--- src/rtl/axil_pkg.sv ---
// Shared AXI4-Lite definitions: response codes and the master state encoding.
package axil_pkg;

   localparam logic [1:0] RESP_OKAY   = 2'b00;
   localparam logic [1:0] RESP_EXOKAY = 2'b01;
   localparam logic [1:0] RESP_SLVERR = 2'b10;
   localparam logic [1:0] RESP_DECERR = 2'b11;

   typedef enum logic [2:0] {
      ST_IDLE    = 3'd0,
      ST_WR_REQ  = 3'd1,
      ST_WR_RESP = 3'd2,
      ST_RD_REQ  = 3'd3,
      ST_RD_DATA = 3'd4,
      ST_RSP     = 3'd5
   } axil_state_t;

endpackage

--- src/rtl/axil_master_core_if.sv ---
// AXI4-Lite bus bundle (AW/W/B/AR/R) with master and slave views.
interface axil_master_core_if #(
   parameter int ADDR_W = 32,
   parameter int DATA_W = 32
);
   localparam int STRB_W = DATA_W / 8;

   logic [ADDR_W-1:0] AWADDR;
   logic              AWVALID;
   logic              AWREADY;
   logic [DATA_W-1:0] WDATA;
   logic [STRB_W-1:0] WSTRB;
   logic              WVALID;
   logic              WREADY;
   logic [1:0]        BRESP;
   logic              BVALID;
   logic              BREADY;
   logic [ADDR_W-1:0] ARADDR;
   logic              ARVALID;
   logic              ARREADY;
   logic [DATA_W-1:0] RDATA;
   logic [1:0]        RRESP;
   logic              RVALID;
   logic              RREADY;

   modport master (
      output AWADDR, AWVALID, input AWREADY,
      output WDATA, WSTRB, WVALID, input WREADY,
      input  BRESP, BVALID, output BREADY,
      output ARADDR, ARVALID, input ARREADY,
      input  RDATA, RRESP, RVALID, output RREADY
   );

   modport slave (
      input  AWADDR, AWVALID, output AWREADY,
      input  WDATA, WSTRB, WVALID, output WREADY,
      output BRESP, BVALID, input BREADY,
      input  ARADDR, ARVALID, output ARREADY,
      output RDATA, RRESP, RVALID, input RREADY
   );
endinterface

--- src/rtl/axil_vld_hold.sv ---
// One VALID/payload holding register for a single AXI request channel.
// VALID rises on load and falls the cycle after its handshake; the payload
// stays put until the next load. o_done reports "handshake has happened",
// including a handshake occurring in the current cycle.
module axil_vld_hold #(
   parameter int W = 32
) (
   input  logic         ACLK,
   input  logic         ARESETn,
   input  logic         i_load,
   input  logic [W-1:0] i_data,
   input  logic         i_ready,
   output logic         o_valid,
   output logic [W-1:0] o_data,
   output logic         o_done
);
   logic         r_valid;
   logic         r_done;
   logic [W-1:0] r_data;
   logic         w_hs;

   assign w_hs    = r_valid & i_ready;
   assign o_valid = r_valid;
   assign o_data  = r_data;
   assign o_done  = r_done | w_hs;

   // Load payload and raise VALID on a new command; retire VALID after handshake.
   always_ff @(posedge ACLK or posedge ARESETn) begin
      if (ARESETn) begin
         r_valid <= 1'b0;
         r_done  <= 1'b0;
         r_data  <= '0;
      end else if (i_load) begin
         r_valid <= 1'b1;
         r_done  <= 1'b0;
         r_data  <= i_data;
      end else if (w_hs) begin
         r_valid <= 1'b0;
         r_done  <= 1'b1;
      end
   end
endmodule

--- src/rtl/axil_master_core.sv ---
// AXI4-Lite single-outstanding master: local command port in, local response
// port out. Optional response watchdog enabled by AXIL_MASTER_TIMEOUT_EN.
module axil_master_core
   import axil_pkg::*;
#(
   parameter int ADDR_W         = 32,
   parameter int DATA_W         = 32,
   parameter int TIMEOUT_CYCLES = 1024,
   localparam int STRB_W        = DATA_W / 8
) (
   input  logic                ACLK,
   input  logic                ARESETn,
   axil_master_core_if.master  m_axi,
   input  logic                cmd_valid,
   output logic                cmd_ready,
   input  logic                cmd_write,
   input  logic [ADDR_W-1:0]   cmd_addr,
   input  logic [DATA_W-1:0]   cmd_wdata,
   input  logic [STRB_W-1:0]   cmd_wstrb,
   output logic                rsp_valid,
   input  logic                rsp_ready,
   output logic [DATA_W-1:0]   rsp_rdata,
   output logic [1:0]          rsp_resp,
   output logic                rsp_write,
   output logic                rsp_timeout
);
   axil_state_t r_state, w_state_next;

   logic              r_cmd_write;
   logic [DATA_W-1:0] r_rsp_rdata;
   logic [1:0]        r_rsp_resp;
   logic              r_rsp_write;
   logic              r_rsp_timeout;

   logic w_cmd_ready, w_cmd_accept, w_wr_load, w_rd_load;
   logic w_aw_done, w_w_done, w_ar_done;
   logic w_bready, w_rready, w_timeout_hit;
   logic [DATA_W+STRB_W-1:0] w_w_payload;

   // cmd_ready is held low while reset is asserted.
   assign w_cmd_ready  = (r_state == ST_IDLE) & ~ARESETn;
   assign w_cmd_accept = cmd_valid & w_cmd_ready;
   assign w_wr_load    = w_cmd_accept & cmd_write;
   assign w_rd_load    = w_cmd_accept & ~cmd_write;

   axil_vld_hold #(.W(ADDR_W)) u_aw (
      .ACLK(ACLK), .ARESETn(ARESETn), .i_load(w_wr_load), .i_data(cmd_addr),
      .i_ready(m_axi.AWREADY), .o_valid(m_axi.AWVALID), .o_data(m_axi.AWADDR),
      .o_done(w_aw_done)
   );

   axil_vld_hold #(.W(DATA_W + STRB_W)) u_w (
      .ACLK(ACLK), .ARESETn(ARESETn), .i_load(w_wr_load), .i_data({cmd_wstrb, cmd_wdata}),
      .i_ready(m_axi.WREADY), .o_valid(m_axi.WVALID), .o_data(w_w_payload),
      .o_done(w_w_done)
   );

   axil_vld_hold #(.W(ADDR_W)) u_ar (
      .ACLK(ACLK), .ARESETn(ARESETn), .i_load(w_rd_load), .i_data(cmd_addr),
      .i_ready(m_axi.ARREADY), .o_valid(m_axi.ARVALID), .o_data(m_axi.ARADDR),
      .o_done(w_ar_done)
   );

   assign m_axi.WDATA = w_w_payload[DATA_W-1:0];
   assign m_axi.WSTRB = w_w_payload[DATA_W+STRB_W-1:DATA_W];

`ifdef AXIL_MASTER_TIMEOUT_EN
   localparam int CNT_W = $clog2(TIMEOUT_CYCLES + 1);
   logic [CNT_W-1:0] r_wait_cnt;
   logic             w_in_wait;

   assign w_in_wait     = (r_state == ST_WR_RESP) | (r_state == ST_RD_DATA);
   assign w_timeout_hit = w_in_wait & (r_wait_cnt == CNT_W'(TIMEOUT_CYCLES - 1));

   // Watchdog: counts cycles spent waiting for B/R, restarts on any state change.
   always_ff @(posedge ACLK or posedge ARESETn) begin
      if (ARESETn) begin
         r_wait_cnt <= '0;
      end else if (w_state_next != r_state) begin
         r_wait_cnt <= '0;
      end else if (w_in_wait) begin
         r_wait_cnt <= r_wait_cnt + 1'b1;
      end
   end
`else
   logic w_unused_cfg;
   assign w_unused_cfg  = (TIMEOUT_CYCLES == 0);
   assign w_timeout_hit = 1'b0;
`endif

   // BREADY/RREADY decode from state; with the watchdog, IDLE sinks late beats.
   always_comb begin
      w_bready = (r_state == ST_WR_RESP);
      w_rready = (r_state == ST_RD_DATA);
`ifdef AXIL_MASTER_TIMEOUT_EN
      if ((r_state == ST_IDLE) && !ARESETn) begin
         w_bready = 1'b1;
         w_rready = 1'b1;
      end
`endif
   end

   assign m_axi.BREADY = w_bready;
   assign m_axi.RREADY = w_rready;

   // State register.
   always_ff @(posedge ACLK or posedge ARESETn) begin
      if (ARESETn) r_state <= ST_IDLE;
      else         r_state <= w_state_next;
   end

   // Next-state logic.
   always_comb begin
      w_state_next = r_state;
      case (r_state)
         ST_IDLE:    if (w_cmd_accept) w_state_next = cmd_write ? ST_WR_REQ : ST_RD_REQ;
         ST_WR_REQ:  if (w_aw_done && w_w_done) w_state_next = ST_WR_RESP;
         ST_WR_RESP: if (m_axi.BVALID || w_timeout_hit) w_state_next = ST_RSP;
         ST_RD_REQ:  if (w_ar_done) w_state_next = ST_RD_DATA;
         ST_RD_DATA: if (m_axi.RVALID || w_timeout_hit) w_state_next = ST_RSP;
         ST_RSP:     if (rsp_ready) w_state_next = ST_IDLE;
         default:    w_state_next = ST_IDLE;
      endcase
   end

   // Capture transaction type on accept and the response payload on completion.
   always_ff @(posedge ACLK or posedge ARESETn) begin
      if (ARESETn) begin
         r_cmd_write   <= 1'b0;
         r_rsp_rdata   <= '0;
         r_rsp_resp    <= RESP_OKAY;
         r_rsp_write   <= 1'b0;
         r_rsp_timeout <= 1'b0;
      end else begin
         if (w_cmd_accept) r_cmd_write <= cmd_write;
         if ((r_state == ST_WR_RESP) && m_axi.BVALID) begin
            r_rsp_rdata   <= '0;
            r_rsp_resp    <= m_axi.BRESP;
            r_rsp_write   <= 1'b1;
            r_rsp_timeout <= 1'b0;
         end else if ((r_state == ST_RD_DATA) && m_axi.RVALID) begin
            r_rsp_rdata   <= m_axi.RDATA;
            r_rsp_resp    <= m_axi.RRESP;
            r_rsp_write   <= 1'b0;
            r_rsp_timeout <= 1'b0;
         end else if (w_timeout_hit) begin
            r_rsp_rdata   <= '0;
            r_rsp_resp    <= RESP_SLVERR;
            r_rsp_write   <= r_cmd_write;
            r_rsp_timeout <= 1'b1;
         end
      end
   end

   assign cmd_ready   = w_cmd_ready;
   assign rsp_valid   = (r_state == ST_RSP);
   assign rsp_rdata   = r_rsp_rdata;
   assign rsp_resp    = r_rsp_resp;
   assign rsp_write   = r_rsp_write;
   assign rsp_timeout = r_rsp_timeout;
endmodule

--- src/flat_wrapper.sv ---
// flat-port wrapper written by rule: the top's interface ports become plain ports
module axil_master_core_flat import axil_pkg::*;
#(
   parameter int ADDR_W         = 32,
   parameter int DATA_W         = 32,
   parameter int TIMEOUT_CYCLES = 1024,
   localparam int STRB_W        = DATA_W / 8
)
  (ACLK, ARESETn, cmd_valid, cmd_ready, cmd_write, cmd_addr, cmd_wdata, cmd_wstrb, rsp_valid, rsp_ready, rsp_rdata, rsp_resp, rsp_write, rsp_timeout, m_axi_AWADDR, m_axi_AWVALID, m_axi_AWREADY, m_axi_WDATA, m_axi_WSTRB, m_axi_WVALID, m_axi_WREADY, m_axi_BRESP, m_axi_BVALID, m_axi_BREADY, m_axi_ARADDR, m_axi_ARVALID, m_axi_ARREADY, m_axi_RDATA, m_axi_RRESP, m_axi_RVALID, m_axi_RREADY);
  axil_master_core_if #(.ADDR_W(ADDR_W), .DATA_W(DATA_W)) m_axi_i ();
  input  logic ACLK;
  input  logic ARESETn;
  input  logic cmd_valid;
  output logic cmd_ready;
  input  logic cmd_write;
  input  logic [ADDR_W-1:0] cmd_addr;
  input  logic [DATA_W-1:0] cmd_wdata;
  input  logic [STRB_W-1:0] cmd_wstrb;
  output logic rsp_valid;
  input  logic rsp_ready;
  output logic [DATA_W-1:0] rsp_rdata;
  output logic [1:0] rsp_resp;
  output logic rsp_write;
  output logic rsp_timeout;
  output wire logic [$bits(m_axi_i.AWADDR)-1:0] m_axi_AWADDR;
  output wire logic [$bits(m_axi_i.AWVALID)-1:0] m_axi_AWVALID;
  input wire logic [$bits(m_axi_i.AWREADY)-1:0] m_axi_AWREADY;
  output wire logic [$bits(m_axi_i.WDATA)-1:0] m_axi_WDATA;
  output wire logic [$bits(m_axi_i.WSTRB)-1:0] m_axi_WSTRB;
  output wire logic [$bits(m_axi_i.WVALID)-1:0] m_axi_WVALID;
  input wire logic [$bits(m_axi_i.WREADY)-1:0] m_axi_WREADY;
  input wire logic [$bits(m_axi_i.BRESP)-1:0] m_axi_BRESP;
  input wire logic [$bits(m_axi_i.BVALID)-1:0] m_axi_BVALID;
  output wire logic [$bits(m_axi_i.BREADY)-1:0] m_axi_BREADY;
  output wire logic [$bits(m_axi_i.ARADDR)-1:0] m_axi_ARADDR;
  output wire logic [$bits(m_axi_i.ARVALID)-1:0] m_axi_ARVALID;
  input wire logic [$bits(m_axi_i.ARREADY)-1:0] m_axi_ARREADY;
  input wire logic [$bits(m_axi_i.RDATA)-1:0] m_axi_RDATA;
  input wire logic [$bits(m_axi_i.RRESP)-1:0] m_axi_RRESP;
  input wire logic [$bits(m_axi_i.RVALID)-1:0] m_axi_RVALID;
  output wire logic [$bits(m_axi_i.RREADY)-1:0] m_axi_RREADY;
  assign m_axi_AWADDR = m_axi_i.AWADDR;
  assign m_axi_AWVALID = m_axi_i.AWVALID;
  assign m_axi_i.AWREADY = m_axi_AWREADY;
  assign m_axi_WDATA = m_axi_i.WDATA;
  assign m_axi_WSTRB = m_axi_i.WSTRB;
  assign m_axi_WVALID = m_axi_i.WVALID;
  assign m_axi_i.WREADY = m_axi_WREADY;
  assign m_axi_i.BRESP = m_axi_BRESP;
  assign m_axi_i.BVALID = m_axi_BVALID;
  assign m_axi_BREADY = m_axi_i.BREADY;
  assign m_axi_ARADDR = m_axi_i.ARADDR;
  assign m_axi_ARVALID = m_axi_i.ARVALID;
  assign m_axi_i.ARREADY = m_axi_ARREADY;
  assign m_axi_i.RDATA = m_axi_RDATA;
  assign m_axi_i.RRESP = m_axi_RRESP;
  assign m_axi_i.RVALID = m_axi_RVALID;
  assign m_axi_RREADY = m_axi_i.RREADY;
  axil_master_core #(.ADDR_W(ADDR_W), .DATA_W(DATA_W), .TIMEOUT_CYCLES(TIMEOUT_CYCLES)) u_core (.ACLK(ACLK), .ARESETn(ARESETn), .m_axi(m_axi_i), .cmd_valid(cmd_valid), .cmd_ready(cmd_ready), .cmd_write(cmd_write), .cmd_addr(cmd_addr), .cmd_wdata(cmd_wdata), .cmd_wstrb(cmd_wstrb), .rsp_valid(rsp_valid), .rsp_ready(rsp_ready), .rsp_rdata(rsp_rdata), .rsp_resp(rsp_resp), .rsp_write(rsp_write), .rsp_timeout(rsp_timeout));
endmodule
--- config.mk ---
export PLATFORM = sky130hd
export DESIGN_NAME = axil_master_core_flat
export DESIGN_NICKNAME = d
export VERILOG_FILES = /design/src/rtl/axil_pkg.sv /design/src/rtl/axil_master_core_if.sv /design/src/rtl/axil_vld_hold.sv /design/src/rtl/axil_master_core.sv /design/src/flat_wrapper.sv
export SDC_FILE = /design/constraint.sdc
export NUM_CORES = 1
export LEC_CHECK = 0
export CELL_PAD_IN_SITES_DETAIL_PLACEMENT = 2
export CELL_PAD_IN_SITES_GLOBAL_PLACEMENT = 2
export CORE_MARGIN = 2
export CORE_UTILIZATION = 24
export DETAILED_ROUTE_END_ITERATION = 12
export MAX_ROUTING_LAYER = met4
export PLACE_DENSITY = 0.75
export SLEW_MARGIN = 20
export SYNTH_ARGS = -nofsm -noshare
export SYNTH_HDL_FRONTEND = slang
export SYNTH_SLANG_ARGS = --single-unit
--- constraint.sdc ---
create_clock -name ACLK -period 4.7 [get_ports ACLK]
set_clock_uncertainty 0.15 [all_clocks]
set_input_delay 0.47 -clock ACLK [delete_from_list [all_inputs] [get_ports ACLK]]
set_output_delay 0.47 -clock ACLK [all_outputs]
set_load 0.005 [all_outputs]
Word-level counts from Yosys, hierarchy flattened:

Index checks and enable logic that the tools add are counted.

* logic and storage cells: 73
* flip-flop bits (word level): 145
* output and inout port bits: 143
* input bits: 114

* muxes and demuxes: 27
* bitwise operators: 12
* reductions and logical operators: 9
* equal/unequal tests: 11

Operator list (number)
* 32-bit 2-to-1 mux: 2
* 3-bit 2-to-1 mux: 6
* 3-bit one-hot mux with 6 select lines: 1
* 1-bit 2-to-1 mux: 15
* 2-bit nonzero test: 4
* 1-bit bitwise AND: 7
* 3-bit by 2-bit equality test with 1-bit output, second input constant: 2
* 3-bit equality test, second input constant: 2
* 2-bit 2-to-1 mux: 3
* 2-bit by 1-bit inequality test with 1-bit output, second input constant: 3
* 2-bit inequality test, second input constant: 3
* 6-bit AND reduction: 1
* 3-bit by 1-bit equality test with 1-bit output, second input constant: 1
* 1-bit logical AND: 3
* 3-bit zero test: 1
* 1-bit bitwise OR: 3
* 1-bit inverter: 2

Logic depth before layout (Yosys ltp):

* depth after elaboration: 5
* mapped depth: 6
* gate-level depth less buffers: 3

Modules after synthesis:

A second synthesis with hierarchy kept.

* cells, all modules: 356
* area, all modules: 5928.2 um^2

By module, submodules not included
* axil_vld_hold at u_core.u_ar ...: area an instance 1411.4 um^2, cells each 75, seq. area each 850.8 um^2, instances 2
* axil_master_core: area an instance 1614.0 um^2, cells each 123, seq. area each 950.9 um^2, instances 1
* axil_vld_hold at u_core.u_w: area an instance 1491.4 um^2, cells each 83, seq. area each 950.9 um^2, instances 1

Worst setup path after synthesis:

No wires, ideal clock.

* path type: register to register
* from: register u_core.r_state[0]
* to: register u_core.u_ar.r_data[0], in the netlist u_core.u_ar.o_data[0]
* setup time: 0.125 ns
* period minus slack after synthesis: 1.955 ns
* stages on the path, launching flop included: 5
* setup slack: 2.745 ns
* buffers on the path: 1
* required time: 4.425 ns
* arrival: 1.680 ns
* path through: dfrtp_1 -> or3_4 -> nor3b_4 -> buf_6 -> mux2_2

* longest elaborated chain between the ends: 4

Ends and longest elaborated chain
* start: declaration: line axil_master_core.sv:27 `axil_state_t r_state, w_state_next;`
* start signal: assignment: line axil_master_core.sv:109 `else r_state <= w_state_next;`
* 3-bit zero test: line axil_master_core.sv:41 `assign w_cmd_ready = (r_state == ST_IDLE) & ~ARESETn;`
* 1-bit bitwise AND: line axil_master_core.sv:41
* 1-bit bitwise AND: line axil_master_core.sv:42 `assign w_cmd_accept = cmd_valid & w_cmd_ready;`
* 1-bit bitwise AND: line axil_master_core.sv:44 `assign w_rd_load = w_cmd_accept & ~cmd_write;`
* end signal: assignment: line axil_vld_hold.sv:36 `r_data <= i_data;`
* end: declaration: line axil_vld_hold.sv:19 `logic [W-1:0] r_data;`

No other way between the ends.
A chain may end at the register's enable or synchronous reset.

Final worst setup path:

* from: register u_core.r_state[0]
* to: register u_core.u_aw.r_data[30], in the netlist u_core.u_aw.o_data[30]

* longest elaborated chain between the ends: 4

Ends and longest elaborated chain
* 3-bit zero test: line axil_master_core.sv:41
* 1-bit bitwise AND: line axil_master_core.sv:41
* 1-bit bitwise AND: line axil_master_core.sv:42
* 1-bit bitwise AND: line axil_master_core.sv:43 `assign w_wr_load = w_cmd_accept & cmd_write;`
* end signal: assignment: line axil_vld_hold.sv:36
* end: declaration: line axil_vld_hold.sv:19

No other way between the ends.

==> summary.md <==
| Metric | Value |
|---|---|
| Worst endpoint data arrival time | around 3.0 ns |
| Final Max Tran Viols | 0 |
| Layout cells sized above 1 | 0.228 |
| Post-synthesis async set-or-reset flop share | 1.00 |
| Clk buf depth | 2 |
| Peak fanout along the critical path | 70 |
| Final Net Count | 721 |
| Hold_ws | around 0.35 ns |
| WL/cell | 18.9 um |
| CP max stage delay | 0.80 ns |
| Synthesized Nets | 464 |
| Post-synthesis sequential area ratio | 0.660 |
| Worst slew pin tran | 1.02 ns |
| DIE HEIGHT | approximately 150 um |
| Placed Area | 0.00833 mm2 |
| Largest net degree at the start of global routing | 90 |
| H-tree levels | 4 |
| Final setup vio count | 0 |
| First-pass GRT wire length | 27300 um |
| GRT Resource Usage Total | 0.153 |
| CTS buffer count | 17 |
| Antenna violations before repair | 1 |
| Tot Pwr | 5.70 mW |
| Final Core Density | 0.397 |
| Setup crit end | u_core.u_aw.o_data[30]$_DFFE_PP0P_ |
| Fin Setup TNS | 0 ns |
| CP Capture Type | flip-flop |
| Area of the core | 0.0225 mm2 |
| Cells after Synth | 350 |
| Startpoint Class | flip-flop |
| Vias | ~4000 |
| Avg Inst Size Synth | roughly 16 um2 |
| Rows | 55 |
| Syn. warnings | 0 |
| Non-Filler Instances | ~910 |
| DRT iter0 DRCs | 87 |
| Crit-path leading delay family | simple AND/OR/NAND/NOR gates |
| CTS Sinks | around 140 |
| Top FF cell, synth | dfrtp_1 |
| Post-synth EDFFs | 0 |
| Worst-path cell chain | nor3_1 -> nand3_4 -> mux2_2 |
| R2R Setup Slk | between 1.5 and 2 ns |
| Maxcap violations | 0 |
| Fill cells | 2261 |
| CTS tree | yes |
| Final worst setup slack | 1.89 ns |
| Dpl ws | roughly 1.3 ns |
| Post-synth top area share | 0.660 |
| Count of cell types in the netlist | 34 |
| Worst R2R End | u_core.u_aw.o_data[30]$_DFFE_PP0P_ |
| Post-route cell area | 0.00893 mm2 |
| Clk pin slew, worst setup/hold paths | 0.06 ns |
| DP HPWL | 12500 um |
| Worst hold path type | reg -> reg |
| DR DRC count | 0 |
| Status | finished, final reports clean |
| Synth Cell Area | 0.00546 mm2 |
| VDD IR-drop max | 0.232 mV |
| Final hold vios | 0 |
| Top-count cell post-synth | dfrtp_1 |
| WP data required | 4.84 ns |
| RSZ-0062 raised after global routing | no |
| Pwr dens | 639 mW/mm2 |
| GPL Wtd Cong | 0.795 |
| Levels on crit path | 3 |
| Yosys reg bits | 144 |
| Crit Reg-Reg Startpoint | u_core.r_state[0]$_DFFE_PP0P_ |
| Vias in the first global route | ~4800 |
| P&R area growth vs syn | 63.5% |
| Boundary Pins | 257 |
| Post-CTS Setup Repair Bufs | 0 |
| Worst skew pair latency | 0.41 ns |
| Die W | 155 um |
| Synth top cells by count | dfrtp_1 (144), mux2_2 (98), a22o_1 (32) |
| Vias per Instance | 4.42 |
| CP bufs+invs | 0 |
| Routed WL | 17100 um |
| Crit path from | u_core.r_state[0]$_DFFE_PP0P_ |
| Type of the worst setup path | reg -> reg |
| Slew Limit Headroom | 0.317 |
| Post-route ant nets | 0 |
| F_max | 356 MHz |
| Synth area leaders | dfrtp_1 (66%), mux2_2 (20%), a22o_1 (5.1%) |
| Worst path slowest cell | nand3_4 |
| P_leak | 3.79 nW |
| R2R depth | 3 |
| Final period util | 0.597 |
| Initial core utilization | 0.243 |
| Post-route minimum period | 2.81 ns |
| Clock root buffer | clkbuf_16 |
| Total gr overflow | 0 |
| Cell taking the most area after synthesis | dfrtp_1 |
| 1st-pass router iterations | 4 |
| IO buf count | ~260 |
| Post-cts resize count | 0 |
| Die Area | roughly 0.024 mm2 |
| CTS Hold Bufs | 0 |
| # placed instances | 872 |
==> worst min-delay path by stage <==
stage,startpoint,to,slack (ns),cells past startpoint
detailed placement,u_core.rsp_rdata[16]$_DFFE_PP0P_,u_core.rsp_rdata[16]$_DFFE_PP0P_,0.34,1
global placement,u_core.u_ar.o_data[15]$_DFFE_PP0P_,u_core.u_ar.o_data[15]$_DFFE_PP0P_,0.32,1
global route,u_core.u_w.o_data[34]$_DFFE_PP0P_,u_core.u_w.o_data[34]$_DFFE_PP0P_,0.37,1
finish,u_core.rsp_rdata[22]$_DFFE_PP0P_,u_core.rsp_rdata[22]$_DFFE_PP0P_,0.35,1
floorplan,u_core.u_ar.o_data[15]$_DFFE_PP0P_,u_core.u_ar.o_data[15]$_DFFE_PP0P_,0.33,1
CTS,u_core.rsp_rdata[11]$_DFFE_PP0P_,u_core.rsp_rdata[11]$_DFFE_PP0P_,0.36,1
==> routing by layer <==
layer,track usage,vias to the layer above,wire (um)
met2,0.256,136,8960
met5,-,-,0
met4,0.0586,0,251
met1,0.169,2079,6830
met3,0.0527,16,1110
li1,-,1773,-
==> worst reg2reg max path: cells and delay by family (launching register included) <==
family	cells	cell delay, ns
flops	1	0.54
mux	1	0.67
simple gates	2	1.33
==> where the power goes <==
group	leakage (nW)	total, mW	internal, mW	switching [mW]
logic	1.73	2.19	1.50	0.687
clock network	0.272	1.34	0.797	0.543
registers	1.79	2.17	1.82	0.352
total	3.79	5.70	4.12	1.58
==> logic make-up (layout without fill, tap and decap cells) <==
family          after synthesis  after routing  share of synthesized area
compound gates               51             51                     0.0768
simple gates                 25             25                     0.0293
other cells                   1              2                   0.000687
flops                       144            144                      0.660
buf+inv                      28            297                     0.0252
mux                         101            101                      0.208
==> layout by cell type (no fill, tap or decap), drive strengths merged, types with 2 or more instances in the layout <==
master / n
nor2b: 3
clkinv: 3
nor3: 2
nor2: 7
bufinv: 2
a21o: 4
a22o: 32
nand2b: 2
clkbuf: 19
nand3b: 2
a21oi: 3
a221o: 3
o21ai: 3
mux2: 100
a31oi: 2
nor3b: 2
buf: 5
clkdlybuf4s50: 255
clkinvlp: 4
inv: 9
and2: 2
dfrtp: 144
==> sequential cells by signal, indices dropped and copies added, names as in the netlist <==
| name | flops |
|---|---|
| u_core.r_state | 3 |
| u_core.rsp_rdata | 32 |
| u_core.u_aw.o_data | 32 |
| u_core.u_ar.o_valid | 1 |
| u_core.u_w.o_valid | 1 |
| u_core.u_w.o_data | 36 |
| u_core.u_aw.r_done | 1 |
| u_core.u_w.r_done | 1 |
| u_core.u_ar.r_done | 1 |
| u_core.rsp_write | 1 |
| u_core.rsp_resp | 2 |
| u_core.u_aw.o_valid | 1 |
| u_core.u_ar.o_data | 32 |
==> final cells by class <==
cell class / instances / area [um2] / share of cell area
clock buffers: 19 / 443 / 0.0496
flip-flops and latches: 144 / 3600 / 0.404
diodes: 1 / 2.50 / 0.000280
clock inverters: 12 / 135 / 0.0151
well taps: 285 / 357 / 0.0399
inverters: 6 / 27.5 / 0.00308
repair buffers: 260 / 2610 / 0.292
multi-input cells: 178 / 1750 / 0.196
(Power assumes the default switching activity.)
